### config.mk
export PLATFORM = sky130hd
export DESIGN_NAME = mem_access_ctrl_flat
export DESIGN_NICKNAME = d
export VERILOG_FILES = /design/src/rtl/mem_access_ctrl_if.sv /design/src/rtl/mem_access_ctrl.sv /design/src/flat_wrapper.sv
export SDC_FILE = /design/constraint.sdc
export NUM_CORES = 1
export LEC_CHECK = 0
export CORE_MARGIN = 2
export CORE_UTILIZATION = 39
export DETAILED_ROUTE_END_ITERATION = 8
export GPL_ROUTABILITY_DRIVEN = 0
export HOLD_SLACK_MARGIN = 0.12
export PLACE_DENSITY_LB_ADDON = 0.12
export SLEW_MARGIN = 20
export SYNTH_ARGS = -nofsm -noshare
export SYNTH_HDL_FRONTEND = slang
export SYNTH_SLANG_ARGS = --single-unit
### constraint.sdc
create_clock -name Clock -period 3.9 [get_ports Clock]
set_input_delay 0.585 -clock Clock [delete_from_list [all_inputs] [get_ports Clock]]
set_output_delay 0.585 -clock Clock [all_outputs]
set_load 0.02 [all_outputs]
### src/rtl/mem_access_ctrl_if.sv
// Request/response handshake and RAM strobe bus for mem_access_ctrl.
// The master side is the datapath plus the RAM. The slave side is the controller.
interface mem_access_ctrl_if #(
    parameter int ADDR_W = 9,
    parameter int DATA_W = 32
);
    logic              req_valid;
    logic              req_ready;
    logic              req_write;
    logic [31:0]       req_addr;
    logic [DATA_W-1:0] req_wdata;

    logic              resp_valid;
    logic              resp_ready;
    logic [DATA_W-1:0] resp_rdata;
    logic              resp_err;

    logic              ram_read;
    logic              ram_write;
    logic [ADDR_W-1:0] ram_address;
    logic [DATA_W-1:0] ram_mdatain;
    logic [DATA_W-1:0] ram_data_output;

    modport master (
        output req_valid, req_write, req_addr, req_wdata, resp_ready, ram_data_output,
        input  req_ready, resp_valid, resp_rdata, resp_err,
               ram_read, ram_write, ram_address, ram_mdatain
    );

    modport slave (
        input  req_valid, req_write, req_addr, req_wdata, resp_ready, ram_data_output,
        output req_ready, resp_valid, resp_rdata, resp_err,
               ram_read, ram_write, ram_address, ram_mdatain
    );
endinterface

### src/rtl/mem_access_ctrl.sv
// Single-outstanding RAM access controller: IDLE -> ACCESS (ACC_CYCLES strobe window) -> RESP.
// Optional MEM_RANGE_CHECK_EN: out-of-range word addresses skip the RAM and return resp_err=1.
module mem_access_ctrl #(
    parameter int ADDR_W     = 9,
    parameter int DATA_W     = 32,
    parameter int ACC_CYCLES = 2
) (
    input logic              Clock,
    input logic              Reset_n,
    mem_access_ctrl_if.slave bus
);
    localparam int CNT_W = $clog2(ACC_CYCLES) + 1;

    typedef enum logic [1:0] {
        ST_IDLE,
        ST_ACCESS,
        ST_RESP
    } state_e;

    state_e            state_q, state_d;
    logic [CNT_W-1:0]  cnt_q, cnt_d;
    logic [ADDR_W-1:0] addr_q, addr_d;
    logic [DATA_W-1:0] wdata_q, wdata_d;
    logic [DATA_W-1:0] rdata_q, rdata_d;
    logic              write_q, write_d;
    logic              ready_q, ready_d;
    logic              err_q, err_d;
    logic              out_of_range;

`ifdef MEM_RANGE_CHECK_EN
    assign out_of_range = |bus.req_addr[31:ADDR_W];
`else
    // Upper address bits are deliberately dropped: the RAM sees the truncated word address.
    logic unused_addr_hi;
    assign unused_addr_hi = |bus.req_addr[31:ADDR_W];
    assign out_of_range   = 1'b0;
`endif

    always_comb begin
        // NOTE: every next-state signal starts from its current value so no branch can infer a latch.
        state_d = state_q;
        cnt_d   = cnt_q;
        addr_d  = addr_q;
        wdata_d = wdata_q;
        rdata_d = rdata_q;
        write_d = write_q;
        ready_d = ready_q;
        err_d   = err_q;

        case (state_q)
            ST_IDLE: begin
                ready_d = 1'b1;
                if (ready_q && bus.req_valid) begin
                    addr_d  = bus.req_addr[ADDR_W-1:0];
                    wdata_d = bus.req_wdata;
                    write_d = bus.req_write;
                    ready_d = 1'b0;
                    if (out_of_range) begin
                        err_d   = 1'b1;
                        rdata_d = '0;
                        state_d = ST_RESP;
                    end else begin
                        err_d   = 1'b0;
                        cnt_d   = CNT_W'(ACC_CYCLES - 1);
                        state_d = ST_ACCESS;
                    end
                end
            end
            ST_ACCESS: begin
                if (cnt_q == '0) begin
                    rdata_d = write_q ? '0 : bus.ram_data_output;
                    state_d = ST_RESP;
                end else begin
                    cnt_d = cnt_q - 1'b1;
                end
            end
            ST_RESP: begin
                // A request arriving alongside resp_ready waits for IDLE; no bypass path.
                if (bus.resp_ready) begin
                    ready_d = 1'b1;
                    state_d = ST_IDLE;
                end
            end
            default: begin
                state_d = ST_IDLE;
            end
        endcase
    end

    always_ff @(posedge Clock or negedge Reset_n) begin
        if (!Reset_n) begin
            state_q <= ST_IDLE;
            cnt_q   <= '0;
            addr_q  <= '0;
            wdata_q <= '0;
            rdata_q <= '0;
            write_q <= 1'b0;
            ready_q <= 1'b0;
            err_q   <= 1'b0;
        end else begin
            // NOTE: non-blocking only, so every register samples pre-edge values of the others.
            state_q <= state_d;
            cnt_q   <= cnt_d;
            addr_q  <= addr_d;
            wdata_q <= wdata_d;
            rdata_q <= rdata_d;
            write_q <= write_d;
            ready_q <= ready_d;
            err_q   <= err_d;
        end
    end

    // Strobes and resp_valid decode straight from state so an async reset drops them at once.
    assign bus.req_ready   = ready_q;
    assign bus.resp_valid  = (state_q == ST_RESP);
    assign bus.resp_rdata  = rdata_q;
    assign bus.resp_err    = err_q;
    assign bus.ram_read    = (state_q == ST_ACCESS) && !write_q;
    assign bus.ram_write   = (state_q == ST_ACCESS) && write_q;
    assign bus.ram_address = addr_q;
    assign bus.ram_mdatain = wdata_q;
endmodule
### src/flat_wrapper.sv
// flat-port wrapper written by rule: the top's interface ports become plain ports
module mem_access_ctrl_flat 
#(
    parameter int ADDR_W     = 9,
    parameter int DATA_W     = 32,
    parameter int ACC_CYCLES = 2
)
  (Clock, Reset_n, bus_req_valid, bus_req_write, bus_req_addr, bus_req_wdata, bus_resp_ready, bus_ram_data_output, bus_req_ready, bus_resp_valid, bus_resp_rdata, bus_resp_err, bus_ram_read, bus_ram_write, bus_ram_address, bus_ram_mdatain);
  mem_access_ctrl_if #(.ADDR_W(ADDR_W), .DATA_W(DATA_W)) bus_i ();
  input logic Clock;
  input logic Reset_n;
  input wire logic [$bits(bus_i.req_valid)-1:0] bus_req_valid;
  input wire logic [$bits(bus_i.req_write)-1:0] bus_req_write;
  input wire logic [$bits(bus_i.req_addr)-1:0] bus_req_addr;
  input wire logic [$bits(bus_i.req_wdata)-1:0] bus_req_wdata;
  input wire logic [$bits(bus_i.resp_ready)-1:0] bus_resp_ready;
  input wire logic [$bits(bus_i.ram_data_output)-1:0] bus_ram_data_output;
  output wire logic [$bits(bus_i.req_ready)-1:0] bus_req_ready;
  output wire logic [$bits(bus_i.resp_valid)-1:0] bus_resp_valid;
  output wire logic [$bits(bus_i.resp_rdata)-1:0] bus_resp_rdata;
  output wire logic [$bits(bus_i.resp_err)-1:0] bus_resp_err;
  output wire logic [$bits(bus_i.ram_read)-1:0] bus_ram_read;
  output wire logic [$bits(bus_i.ram_write)-1:0] bus_ram_write;
  output wire logic [$bits(bus_i.ram_address)-1:0] bus_ram_address;
  output wire logic [$bits(bus_i.ram_mdatain)-1:0] bus_ram_mdatain;
  assign bus_i.req_valid = bus_req_valid;
  assign bus_i.req_write = bus_req_write;
  assign bus_i.req_addr = bus_req_addr;
  assign bus_i.req_wdata = bus_req_wdata;
  assign bus_i.resp_ready = bus_resp_ready;
  assign bus_i.ram_data_output = bus_ram_data_output;
  assign bus_req_ready = bus_i.req_ready;
  assign bus_resp_valid = bus_i.resp_valid;
  assign bus_resp_rdata = bus_i.resp_rdata;
  assign bus_resp_err = bus_i.resp_err;
  assign bus_ram_read = bus_i.ram_read;
  assign bus_ram_write = bus_i.ram_write;
  assign bus_ram_address = bus_i.ram_address;
  assign bus_ram_mdatain = bus_i.ram_mdatain;
  mem_access_ctrl #(.ADDR_W(ADDR_W), .DATA_W(DATA_W), .ACC_CYCLES(ACC_CYCLES)) u_core (.Clock(Clock), .Reset_n(Reset_n), .bus(bus_i));
endmodule
==> impl_metrics.tcl <==
set metrics [dict create \
    clockBufferDepth 2 \
    clk_pin_slew_ns 0.09 \
    max_freq_ghz 0.368 \
    synth_nets 357 \
    pre_cts_ws_ns 1.29 \
    layout_commonest_cell "clkdlybuf4s50_1" \
    grt_pass1_vias 2336 \
    fin_crit_ns 2.72 \
    area_growth_pct 55.0 \
    worstMarginPinSlew_ns 0.875 \
    finalSetupViolations 0 \
    hold_ws_ns 0.252 \
    worst_slack_ns 1.18 \
    status "finished clean" \
    tns_ns 0 \
    vias 2341 \
    yosysWarnings 0 \
    wirelength_um 7090 \
    drv_cap 0 \
    startpoint_type "flip-flop" \
    path_class "reg2out" \
    hpwl_um 5010 \
    track_usage_pct 16.6 \
    drc 0 \
    diodes 0 \
    grt_max_degree 80 \
    synth.area.top_cells "dfrtp_1 62%, mux2_2 14%, nand2b_1 6.5%" \
    grt_pass1_wl_um 11300 \
    syn_area_um2 3170 \
    dr.pass1.iters 3 \
    row_count 32 \
    cts_setup_buffers 0 \
    clock_latency_ns 0.34 \
    slew_headroom_pct 41.7 \
    cts_tree "yes" \
    cpMaxStageDelayCell "dfrtp_1" \
    die_height_um 94.2 \
    viasPerCell 4.57 \
    instances_no_fill 512 \
    wl_per_cell_um 13.8 \
    cts_buffers 9 \
    cts.sinks 79 \
    syn_area_per_cell_um2 12.4 \
    cts-root-buf "clkbuf_8" \
    drtIter0Drc 63 \
    layout-drive-gt1-share_pct 13.9 \
    pwr_density_cell_nw_per_um2 808 \
    critPathMaxFanout 35 \
    core-area_um2 7810 \
    dieArea_um2 8880 \
    fin_area_um2 4920 \
    antenna_found_initial 0 \
    rsz0062_at_grt "false" \
    drv_slew 0 \
    synth.distinct_cells 21 \
    worstSetupEndpointType "output port" \
    crit_chain "nor3b_1 > clkdlybuf4s50_1" \
    synth_cells 255 \
    synth_top_cell_area_share_pct 62.3 \
    start_util_pct 40.7 \
    ctsHoldBuffers 0 \
    place_area_um2 4750 \
    hold_class "in2async" \
    min_period_over_period_pct 69.7 \
    ir_drop_v 0.000444 \
    max_stage_delay_ns 0.92 \
    mostFrequentLayoutCells "153 x clkdlybuf4s50_1, 79 x dfrtp_1, 39 x mux2_2" \
    hold_viol_final 0 \
    gr-total-overflow 0 \
    dieWidth_um 94.2 \
    yosysTopAreaCell "dfrtp_1" \
    yosysSeqAreaShare_pct 62.3 \
    leakage_nw 2.07 \
    pin_count 179 \
    h-tree-depth 3 \
    fin_skew_ns 0.0153 \
    nets 508 \
    placedCellCount 497 \
    drtAntennaViolNets 0 \
    cts_resized 0 \
    port_buffers 154 \
    crit_required_ns 3.31 \
    cp.arrival_ns 2.13 \
    synth_seq_cells 79 \
]
## metrics by stage
step / power [mW] / utilization [%]
2_1_floorplan: 2.57 / -
3_3_place_gp: 3.46 / 60.9
3_5_place_dp: 3.51 / 60.9
4_1_cts: 4.04 / 63.0
5_1_grt: 4.25 / 63.0
6_report: 3.98 / 63.0
## power breakdown
| group | total, mW | internal [mW] | switching, mW | leakage, nW |
|---|---|---|---|---|
| Clock | 0.523 | 0.245 | 0.278 | 0.0785 |
| Sequential | 1.43 | 1.20 | 0.233 | 0.967 |
| Combinational | 2.02 | 1.07 | 0.946 | 1.03 |
## layout make-up
cell class              instances  area, um^2
fillers                       648        2890
flip-flops and latches         79        1980
repair buffers                156        1560
multi-input cells             154        1070
clock buffers                  12         145
well taps                     102         128
inverters                       6        22.5
clock inverters                 3        20.0
## worst paths after layout
| check | from | endpoint | slack, ns | cells past startpoint |
|---|---|---|---|---|
| hold / removal | Reset_n | u_core.bus.ram_mdatain[11]$_DFFE_PN0P_ | 0.25 | 1 |
| max in group asynchronous | Reset_n | u_core.state_q[0]$_DFFE_PN0P_ | 3.14 | 1 |
| min in group Clock | u_core.bus.resp_rdata[4]$_DFFE_PN0P_ | u_core.bus.resp_rdata[4]$_DFFE_PN0P_ | 0.48 | 2 |
| hold reg to reg | u_core.bus.resp_rdata[4]$_DFFE_PN0P_ | u_core.bus.resp_rdata[4]$_DFFE_PN0P_ | 0.48 | 2 |
| setup / recovery | u_core.write_q$_DFFE_PN0P_ | bus_ram_write | 1.18 | 2 |
| setup reg to reg | u_core.state_q[1]$_DFFE_PN0P_ | u_core.bus.ram_mdatain[5]$_DFFE_PN0P_ | 1.91 | 3 |
## logic make-up (layout without fill, tap and decap cells)
group                      Yosys count  after routing  share of synthesized area [%]
buffers and inverters               22            177                           4.45
and+or+nand+nor                     74             74                           12.1
DFF                                 79             79                           62.3
muxes                               42             42                           14.9
AOI/OAI and AO/OA                   36             36                           5.79
other                                1              1                          0.118
adders and majority gates            1              1                          0.394
## cells in the mapped netlist
cell type / count
o21ai_0: 33
nor3_1: 2
mux2_2: 39
conb_1: 1
nand2_1: 33
clkbuf_1: 5
nand3b_1: 1
nor4bb_1: 1
nor2_1: 1
a21oi_1: 2
dfrtp_1: 79
a22o_1: 1
nand2b_1: 33
buf_8: 4
nor3b_1: 2
ha_1: 1
mux2_1: 3
inv_1: 6
nor2_2: 1
buf_2: 5
buf_4: 2
## critical path, delay by kind of cell (launching register included)
family | cells | cell delay, ns
flops | 1 | 0.92
buf+inv | 1 | 0.63
simple gates | 1 | 0.26
## registers in the layout, indices dropped and copies added, names as in the netlist
register                cells
u_core.cnt_q                2
u_core.bus.req_ready        1
u_core.bus.ram_mdatain     32
u_core.write_q              1
u_core.bus.ram_address      9
u_core.state_q              2
u_core.bus.resp_rdata      32
## per-layer routing
| metal | GRT usage (%) | wire (um) | up-vias |
|---|---|---|---|
| met4 | 7.73 | 136 | 0 |
| met5 | 0 | 0 | - |
| met1 | 19.8 | 2870 | 1100 |
| met2 | 27.6 | 3390 | 91 |
| li1 | - | - | 1138 |
| met3 | 4.74 | 690 | 12 |
No activity file was read; power rests on OpenSTA's default activity.
